### src/rtl/csr_pkg.sv
// ============================================================================
// Module      : csr_pkg
// Description : Shared types for the CSR access unit: CSR op encoding,
//               privilege levels, FSM states and a write-occurrence helper.
// Revision    : 1.0 - initial release
// ============================================================================
`default_nettype none

package csr_pkg;

    localparam int CSR_ADDR_W = 12;
    localparam int CSR_DATA_W = 32;

    typedef enum logic [1:0] {
        CSR_OP_RW = 2'd0,
        CSR_OP_RS = 2'd1,
        CSR_OP_RC = 2'd2
    } csr_op_e;

    typedef enum logic [1:0] {
        PRIV_LVL_U = 2'd0,
        PRIV_LVL_S = 2'd1,
        PRIV_LVL_H = 2'd2,
        PRIV_LVL_M = 2'd3
    } priv_lvl_e;

    typedef enum logic [1:0] {
        CSR_ST_IDLE  = 2'd0,
        CSR_ST_READ  = 2'd1,
        CSR_ST_WRITE = 2'd2,
        CSR_ST_RESP  = 2'd3
    } csr_access_state_e;

    // RW always writes; set/clear with an all-zero source leave the CSR alone
    function automatic logic csr_writes(input logic [1:0] op, input logic src_zero);
        return (op == CSR_OP_RW) || !src_zero;
    endfunction

endpackage

`default_nettype wire

### src/rtl/csr_wdata_alu.sv
// ============================================================================
// Module      : csr_wdata_alu
// Description : Combinational read-modify-write data path. Produces the value
//               written back to the CSR from the op, the old CSR value and
//               the source operand.
// Revision    : 1.0 - initial release
// ============================================================================
`default_nettype none

module csr_wdata_alu
    import csr_pkg::*;
(
    input  logic [1:0]  op,
    input  logic [31:0] old_val,
    input  logic [31:0] src,
    output logic [31:0] wdata
);

    // Select write value: replace, set bits, or clear bits
    always_comb begin
        wdata = src;
        case (op)
            CSR_OP_RW: wdata = src;
            CSR_OP_RS: wdata = old_val | src;
            CSR_OP_RC: wdata = old_val & ~src;
            default:   wdata = src;
        endcase
    end

endmodule

`default_nettype wire

### src/rtl/csr_access_unit.sv
// ============================================================================
// Module      : csr_access_unit
// Description : Initiator for CSR register file accesses. Takes one decoded
//               CSRRW/CSRRS/CSRRC op at a time, sequences read -> modify ->
//               write against the CSR file and returns the old value to
//               writeback.
//               Optional macro CSR_ILLEGAL_CHECK_EN enables privilege and
//               read-only checks at accept time.
// Revision    : 1.0 - initial release
// ============================================================================
`default_nettype none

module csr_access_unit
    import csr_pkg::*;
(
    input  logic        clk_i,
    input  logic        rstn_i,
    input  logic        req_valid_i,
    output logic        req_ready_o,
    input  logic [1:0]  req_op_i,
    input  logic [11:0] req_addr_i,
    input  logic [31:0] req_src_i,
    input  logic        req_src_zero_i,
    input  logic        req_rd_zero_i,
    input  logic [1:0]  priv_lvl_i,
    input  logic        flush_i,
    output logic        csr_re_o,
    output logic [11:0] csr_raddr_o,
    input  logic [31:0] csr_rdata_i,
    output logic        csr_we_o,
    output logic [11:0] csr_waddr_o,
    output logic [31:0] csr_wdata_o,
    output logic        resp_valid_o,
    input  logic        resp_ready_i,
    output logic [31:0] resp_rdata_o,
    output logic        resp_illegal_o
);

    csr_access_state_e state, state_next;

    logic [1:0]  op_q;
    logic [11:0] addr_q;
    logic [31:0] src_q;
    logic [31:0] old_q;
    logic        write_q;
    logic        illegal_q;

    logic        accept;
    logic        acc_writes;
    logic        acc_reads;
    logic        acc_illegal;
    logic [31:0] alu_wdata;

    assign accept     = (state == CSR_ST_IDLE) && req_valid_i;
    assign acc_writes = csr_writes(req_op_i, req_src_zero_i);
    // RW into x0 does not need the old value, so the read is skipped
    assign acc_reads  = !((req_op_i == CSR_OP_RW) && req_rd_zero_i);

`ifdef CSR_ILLEGAL_CHECK_EN
    // Too little privilege, or a write that targets the read-only space
    assign acc_illegal = (req_addr_i[9:8] > priv_lvl_i) ||
                         ((req_addr_i[11:10] == 2'b11) && acc_writes);
`else
    logic unused_priv;
    assign unused_priv = ^priv_lvl_i;
    assign acc_illegal = 1'b0;
`endif

    csr_wdata_alu u_wdata_alu (
        .op      (op_q),
        .old_val (old_q),
        .src     (src_q),
        .wdata   (alu_wdata)
    );

    // State register
    always_ff @(posedge clk_i or negedge rstn_i) begin
        if (!rstn_i) begin
            state <= CSR_ST_IDLE;
        end else begin
            state <= state_next;
        end
    end

    // Latch the op at accept; old value starts at zero so skipped reads return 0
    always_ff @(posedge clk_i or negedge rstn_i) begin
        if (!rstn_i) begin
            op_q      <= 2'd0;
            addr_q    <= 12'd0;
            src_q     <= 32'd0;
            old_q     <= 32'd0;
            write_q   <= 1'b0;
            illegal_q <= 1'b0;
        end else if (accept) begin
            op_q      <= req_op_i;
            addr_q    <= req_addr_i;
            src_q     <= req_src_i;
            old_q     <= 32'd0;
            write_q   <= acc_writes;
            illegal_q <= acc_illegal;
        end else if (state == CSR_ST_READ) begin
            old_q     <= csr_rdata_i;
        end
    end

    // Next-state sequencing and Moore outputs
    always_comb begin
        state_next     = state;
        req_ready_o    = 1'b0;
        csr_re_o       = 1'b0;
        csr_raddr_o    = 12'd0;
        csr_we_o       = 1'b0;
        csr_waddr_o    = 12'd0;
        csr_wdata_o    = 32'd0;
        resp_valid_o   = 1'b0;
        resp_rdata_o   = 32'd0;
        resp_illegal_o = 1'b0;

        case (state)
            CSR_ST_IDLE: begin
                req_ready_o = 1'b1;
                if (req_valid_i) begin
                    if (acc_illegal) begin
                        state_next = CSR_ST_RESP;
                    end else if (!acc_reads) begin
                        state_next = CSR_ST_WRITE;
                    end else begin
                        state_next = CSR_ST_READ;
                    end
                end
            end
            CSR_ST_READ: begin
                csr_re_o    = 1'b1;
                csr_raddr_o = addr_q;
                if (flush_i) begin
                    state_next = CSR_ST_IDLE;
                end else if (write_q) begin
                    state_next = CSR_ST_WRITE;
                end else begin
                    state_next = CSR_ST_RESP;
                end
            end
            CSR_ST_WRITE: begin
                // A flush here lets the write land but drops the response
                csr_we_o    = 1'b1;
                csr_waddr_o = addr_q;
                csr_wdata_o = alu_wdata;
                state_next  = flush_i ? CSR_ST_IDLE : CSR_ST_RESP;
            end
            CSR_ST_RESP: begin
                resp_valid_o   = 1'b1;
                resp_rdata_o   = old_q;
                resp_illegal_o = illegal_q;
                if (flush_i || resp_ready_i) begin
                    state_next = CSR_ST_IDLE;
                end
            end
            default: begin
                state_next = CSR_ST_IDLE;
            end
        endcase
    end

endmodule

`default_nettype wire
### config.mk
export PLATFORM = sky130hd
export DESIGN_NAME = csr_access_unit
export DESIGN_NICKNAME = d
export VERILOG_FILES = /design/src/rtl/csr_pkg.sv /design/src/rtl/csr_wdata_alu.sv /design/src/rtl/csr_access_unit.sv
export SDC_FILE = /design/constraint.sdc
export NUM_CORES = 1
export LEC_CHECK = 0
export CAP_MARGIN = 25
export CORE_ASPECT_RATIO = 0.7
export CORE_MARGIN = 4
export CORE_UTILIZATION = 40
export CTS_CLUSTER_SIZE = 16
export DETAILED_ROUTE_END_ITERATION = 16
export PLACE_DENSITY = 0.76
export REMOVE_ABC_BUFFERS = 1
export SYNTH_ARGS = -nofsm -noshare
export SYNTH_HDL_FRONTEND = slang
export SYNTH_SLANG_ARGS = --single-unit
### constraint.sdc
create_clock -name clk_i -period 2.13 [get_ports clk_i]
set_clock_uncertainty 0.1 [all_clocks]
set_input_delay 0.213 -clock clk_i [delete_from_list [all_inputs] [get_ports clk_i]]
set_output_delay 0.213 -clock clk_i [all_outputs]
set_load 0.005 [all_outputs]
==> results.md, run 1 <==
- WL final: 15.5 mm
- Synth-to-Final Area Change: 66.0%
- Synth warn: 0
- Port buffer count: 176
- HP Class: primary input to asynchronous set/reset pin
- Clock network power share: 15.2%
- FF+latch area: 2030 sq um
- RSZ-0062 raised after global routing: yes
- # diodes: 0
- Final Cell Area: 6960 sq um
- Total power: 0.0105 W
- CP max-delay cell: dfrtp_1
- Fmax: 449 MHz
- Register area share after synthesis: 48.3%
- Initial core utilization: 42.2%
- Critical path class: flip-flop to output port
- CP cell instances: buf_6, inv_4, ha_4, or2_4, buf_16, a21oi_4, nor3_1, buf_2
- CORE AREA: 9950 sq um
- Mapped Cells: 511
- Crit share post-route: 105%
- Fin Setup TNS: -1.58 ns
- RePlAce Congestion: 0.857
- Clk sink count: 81
- Grt ovf: 0
- Post-route insts no fill: 829
- Crit path depth: 8
- Cell total after placement: 792
- R2R depth: 6
- Nets: 785
- Slowest stage delay, CP: 0.43 ns
- Worst Path Arrival: 1.91 ns
- Post-synthesis cell area: 4190 sq um
- Sequential fraction of design power: 26.0%
- Commonest non-fill, non-tap cell in the layout: clkdlybuf4s50_1
- Final Hold Vio Count: 0
- Worst Tran Pin Value: 0.546 ns
- Synth Register Bits: 81
- Clock-pin transition on the worst setup and hold timing paths: 0.06 ns
- Average size of a mapped cell: 8.21 sq um
- MaxCap Viol Count: 0
- WP buf/inv: 4
- Number of top-level pins: 180
- Switch share: 41.4%
- Mux cell area share after synthesis: 3.22%
- Total number of vias: 4,491
- Complex-gate fraction of the synthesized area: 16.2%
- Worst-path maximum fanout: 7
- Synth Area in XOR/XNOR: 0%
- Slew Viols, Final: 0
- Status: finished with violations
- Number of synthesized flops with an enable pin: 0
- Std cell rows: 30
- CP endpoint kind: output port
- Width of the die: 130 microns
- Switching power: 0.00434 W
- TritonCTS clock tree: yes
- Commonest non-fill, non-tap cells in the layout: 140 x clkdlybuf4s50_1, 100 x nand2_1, 79 x dfrtp_1
- Cts bufs inserted: 9
- Worst slew margin: 63.6%
- Post-route setup slack: -0.0971 ns
- Crit start category: flip-flop
- Fillers: 711
- Antenna violations before repair: 0
- Combinational Power Share: 58.8%
- # DRC: 0
- Worst Path Required: 1.82 ns
- Pwr/cell area: 1510 nW/um^2
- Largest net degree at the start of global routing: 56
- Cell variety after synth: 28
- Vias in the first global route: 4,542
- Global-route wire length before repair: 23.7 mm
- Die Y: 93.7 microns
- Placement Cell Area: 6140 sq um
- Vias per Instance: 5.42
- CTS root buf: clkbuf_16
- Total die area: 12,200 sq um
- Leak: 3.12 nW
- First-pass DRT Iterations: 5
- CTS HTree Levels: 3
- R2R setup slack: 0.23 ns
- Main combinational cell family by area after synthesis: simple AND/OR/NAND/NOR gates
- Multi-input logic area: 2140 sq um
- Worst-skew pair later-pin latency: 0.33 ns
- Max VDD drop: 0.891 mV
- Failing checks: setup timing
- Post-Synth Adder-Cell Area: 0.597%
- Max clock buf depth: 2
- WL per Instance: 18.7 microns
- Family with the most delay on the worst path: buffers and inverters
- Total GRT Usage: 24.9%
- Final Setup Violations: 30
- Layout cells sized above 1: 22.3%
- HPWL Detailed: 9.59 mm
- Simple-gate share of the synthesized area: 23.1%
- Asr flop ratio synth: 100%
- Internal power: 0.00615 W
- Antenna-violating nets left: 0
- Post-layout min period: 2.23 ns
- Starting DRT DRC Count: 305
- Synth Flop Type: dfrtp_1
==> worst reg2reg max path, cell delays in order, from the launching register on <==
cell	delay, ns
dfrtp_2	0.45
bufbuf_16	0.31
nor3b_4	0.30
buf_12	0.24
buf_4	0.22
nand2_1	0.09
o21ai_1	0.10
==> synthesized netlist by cell type, types with 7 or more instances <==
cell      count  share of area (%)
nand2_1     100                9.0
buf_4         7                1.3
clkbuf_1     21                1.9
o21ai_1       9                1.1
inv_1        36                3.2
and2_1       26                3.9
o21ai_0      57                6.8
a21oi_1      65                7.8
and3_1       32                4.8
dfrtp_1      81                 48
buf_2        15                1.8
nor3_1       32                3.8
mux2_2        7                1.9
==> state kept, by name (all words and copies together), names as in the netlist <==
name     flops
old_q       32
src_q       32
addr_q      12
op_q         2
state        2
write_q      1
==> area by class of cell <==
cell class                      count  share of cell area [%]
Clock buffer                       12                    3.83
Clock inverter                      4                   0.719
Inverter                           37                    2.10
Multi-Input combinational cell    349                    30.8
Sequential cell                    81                    29.2
Tap cell                          128                    2.30
Timing Repair Buffer              217                    31.0
Timing Repair inverter              1                   0.108
==> power by group through the flow <==
stage          Sequential [W]  Clock, W  Combinational, W
3_3_place_gp          0.00265         0           0.00423
2_1_floorplan         0.00262         0           0.00212
6_report              0.00273   0.00160           0.00617
5_1_grt               0.00281   0.00171           0.00663
4_1_cts               0.00268   0.00163           0.00566
3_5_place_dp          0.00269         0           0.00435
==> timing repair <==
| item | 4_1_cts | 5_1_grt |
|---|---|---|
| endpoints found under the setup margin | 85 | 72 |
| hold buffers | 1 | 0 |
| setup buffers | 9 | 4 |
| pin swaps | 29 | 6 |
| resized for setup | 188 | 27 |
| endpoints found under the hold margin | 38 | 0 |
| gates cloned | 7 | 0 |
==> routing by layer <==
layer,global-route usage (%),up-vias,part of all wire [%],wire [microns]
met3,7.61,25,10,1570
met1,34.1,2132,42,6560
met5,0,-,0,0
met4,8.30,0,1.7,268
li1,-,2068,-,-
met2,37.8,266,46,7070
==> stage by stage <==
step | worst slack [ns] | hold WS [ns] | utilization [%]
after floorplan | -1.19 | -0.183 | -
after CTS | -0.0776 | 0.316 | 68.2
after global routing | -0.138 | 0.331 | 70.0
after detailed placement | -0.105 | 0.135 | 61.7
final | -0.0971 | 0.294 | 70.0
after global placement | -0.0285 | 0.120 | 61.7
==> logic make-up after synthesis <==
family | count (synthesis)
other | 1
buffers and inverters | 81
and+or+nand+nor | 200
DFF | 81
adders and majority gates | 2
muxes | 12
AOI/OAI and AO/OA | 134
==> path summary, 6_finish.rpt <==
check,endpoint,startpoint
max reg2reg,src_q[12],state[0]
min in group clk_i,src_q[10],req_src_i[10]
min,src_q[14],rstn_i
max,csr_wdata_o[29],op_q[1]
max in group asynchronous,state[1],rstn_i
min reg2reg,addr_q[2],addr_q[2]
Power figures use the tool's default switching activity.
==> inputs of run 2 (changes only) <==
PLACE_DENSITY = 0.83   (was 0.76)
==> run 2 against run 1 <==
  * The run still ends with setup timing left
  * Via count down 1.8%
  * Hold slack worse by 0.039 ns
  * Final cell count down 0.72%
  * Sequential cell count unchanged
  * Global-route usage down 0.40 points
  * Critical path depth down 1
  * First-iteration DRC count up 2.3%
==> results.md, run 2 (synthesized netlist as in run 1, its figures left out) <==
- Status: finished with violations
- Failing checks: setup timing
- CORE AREA: 9950 sq um (unchanged)
- Max VDD drop: 0.917 mV (+3.0%)
- Worst Path Arrival: 1.84 ns (-0.07 ns)
- Antenna-violating nets left: 0 (unchanged)
- Total number of vias: 4,411 (-1.8%)
- Grt ovf: 0 (unchanged)
- HPWL Detailed: 9.82 mm (+2.4%)
- Commonest non-fill, non-tap cells in the layout: 105 x clkdlybuf4s50_1, 100 x nand2_1, 79 x dfrtp_1
- Vias in the first global route: 4,733 (+4.2%)
- Crit share post-route: 101% (-3.4 points)
- Port buffer count: 176 (unchanged)
- Pwr/cell area: 1410 nW/um^2 (-6.6%)
- Leak: 3.52 nW (+13%)
- Total die area: 12,200 sq um (unchanged)
- Width of the die: 130 microns (unchanged)
- Antenna violations before repair: 0 (unchanged)
- HP Class: primary input to asynchronous set/reset pin
- Largest net degree at the start of global routing: 56 (unchanged)
- Cts bufs inserted: 9 (unchanged)
- Commonest non-fill, non-tap cell in the layout: clkdlybuf4s50_1
- Nets: 781 (-0.51%)
- Slowest stage delay, CP: 0.40 ns (-0.03 ns)
- MaxCap Viol Count: 0 (unchanged)
- Final Setup Violations: 3 (-90%)
- Slew Viols, Final: 0 (unchanged)
- R2R depth: 5 (-1)
- Synth-to-Final Area Change: 62.2%
- Post-layout min period: 2.16 ns (-0.0717 ns)
- Number of top-level pins: 180 (unchanged)
- Clk sink count: 81 (unchanged)
- Max clock buf depth: 2 (unchanged)
- CTS root buf: clkbuf_16
- Sequential fraction of design power: 28.4% (+2.4 points)
- CP endpoint kind: output port
- # DRC: 0 (unchanged)
- Final Hold Vio Count: 0 (unchanged)
- Starting DRT DRC Count: 312 (+2.3%)
- CP max-delay cell: dfrtp_1
- Total GRT Usage: 24.6% (-0.40 points)
- Switching power: 0.00404 W (-7.0%)
- Post-route setup slack: -0.0254 ns (+0.0717 ns)
- Critical path class: flip-flop to output port
- RSZ-0062 raised after global routing: yes
- Clock network power share: 15.5% (+0.3 points)
- Combinational Power Share: 56.0% (-2.8 points)
- Crit start category: flip-flop
- Worst Path Required: 1.82 ns (about the same)
- Regs by FF count: old_q (32), src_q (32), addr_q (12)
- Worst-skew pair later-pin latency: 0.33 ns (about the same)
- Layout cells sized above 1: 20.3% (-2.0 points)
- Clock-pin transition on the worst setup and hold timing paths: 0.06 ns (about the same)
- # diodes: 0 (unchanged)
- Vias per Instance: 5.36 (-1.1%)
- Switch share: 42.1% (+0.74 points)
- Global-route wire length before repair: 23.5 mm (-0.76%)
- Die Y: 93.7 microns (unchanged)
- First-pass DRT Iterations: 4 (-1)
- TritonCTS clock tree: yes
- CTS HTree Levels: 3 (unchanged)
- Fin Setup TNS: -0.0615 ns (+1.52 ns)
- Worst-path maximum fanout: 14 (+7)
- Internal power: 0.00555 W (-9.8%)
- CP cell instances: inv_2, ha_4, or2_4, buf_12, a21oi_1, nor3_1, clkdlybuf4s15_1
- RePlAce Congestion: 0.842 (-1.7%)
- WL per Instance: 18.2 microns (-2.7%)
- Initial core utilization: 42.2% (unchanged)
- Fmax: 464 MHz (+3.3%)
- Std cell rows: 30 (unchanged)
- Pre-CTS WS: -0.125 ns (-0.0195 ns)
- WL final: 14.9 mm (-3.4%)
run 2: cell types whose count changed in the layout (fill, tap and decap cells not counted), sizes merged:
| cell | change |
|---|---|
| buf | -24 |
| bufbuf | -2 |
| clkbuf | +17 |
| clkdlybuf4s15 | +3 |
| clkdlybuf4s50 | -35 |
| dlygate4sd2 | +9 |
| dlymetal6s2s | +26 |
run 2: worst paths after layout:
check	from	to	slack [ns]
hold reg to reg	write_q	write_q	0.39
hold / removal	rstn_i	old_q[4]	0.26
max in group asynchronous	rstn_i	src_q[23]	1.04
min in group clk_i	req_src_i[6]	src_q[6]	0.33
setup / recovery	op_q[0]	csr_wdata_o[4]	-0.03
setup reg to reg	state[0]	old_q[12]	0.32
run 2: metal layers:
metal / vias up / part of all wire, % / GRT usage, %
li1: 2053 / - / -
met1: 2134 / 42 / 31.6
met2: 203 / 48 / 39.3
met3: 21 / 7.9 / 6.93
met4: 0 / 1.6 / 9.33
met5: - / 0 / 0
run 2: critical path, delay by kind of cell (launching register included):
family | cells | cell delay [ns]
flip-flops | 1 | 0.40
AO/OA/AOI/OAI | 1 | 0.11
adder cells (fa/ha/maj) | 1 | 0.21
AND/OR/NAND/NOR | 2 | 0.33
buffers and inverters | 3 | 0.46
run 2: layout make-up:
type | count | area (sq um)
inverter | 37 | 150
multi-input combinational | 349 | 2070
clock buffer | 11 | 243
fill | 757 | 3140
sequential | 81 | 2030
clock inverter | 3 | 42.5
tap | 128 | 160
timing repair buffer | 212 | 2090
timing repair inverter | 2 | 16.3
run 2: metrics by stage:
stage / power, W / util [%] / instances / cell area, sq um / hold slack [ns]
2_1_floorplan: 0.00475 / - / 467 / 3980 / -0.183
3_3_place_gp: 0.00693 / 61.9 / 796 / 6160 / 0.0821
3_5_place_dp: 0.00715 / 61.9 / 796 / 6160 / 0.0846
4_1_cts: 0.00932 / 67.4 / 820 / 6710 / 0.266
5_1_grt: 0.0102 / 68.4 / 823 / 6800 / 0.285
6_report: 0.00959 / 68.4 / 823 / 6800 / 0.256
run 2: timing repair:
item / 4_1_cts / 5_1_grt
cloned: 4 / 0
hold buffers: 1 / 0
gates resized for setup: 141 / 77
endpoints found under the hold margin: 32 / 0
pin swaps: 7 / 0
setup endpoints to repair: 85 / 67
buffers inserted: 5 / 4
run 2: power groups by stage:
stage / sequential (W) / clock, W / combinational [W]
after detailed placement: 0.00269 / 0 / 0.00446
final: 0.00273 / 0.00149 / 0.00537
after global placement: 0.00265 / 0 / 0.00428
after floorplan: 0.00262 / 0 / 0.00212
after global routing: 0.00281 / 0.00159 / 0.00584
after CTS: 0.00270 / 0.00151 / 0.00511
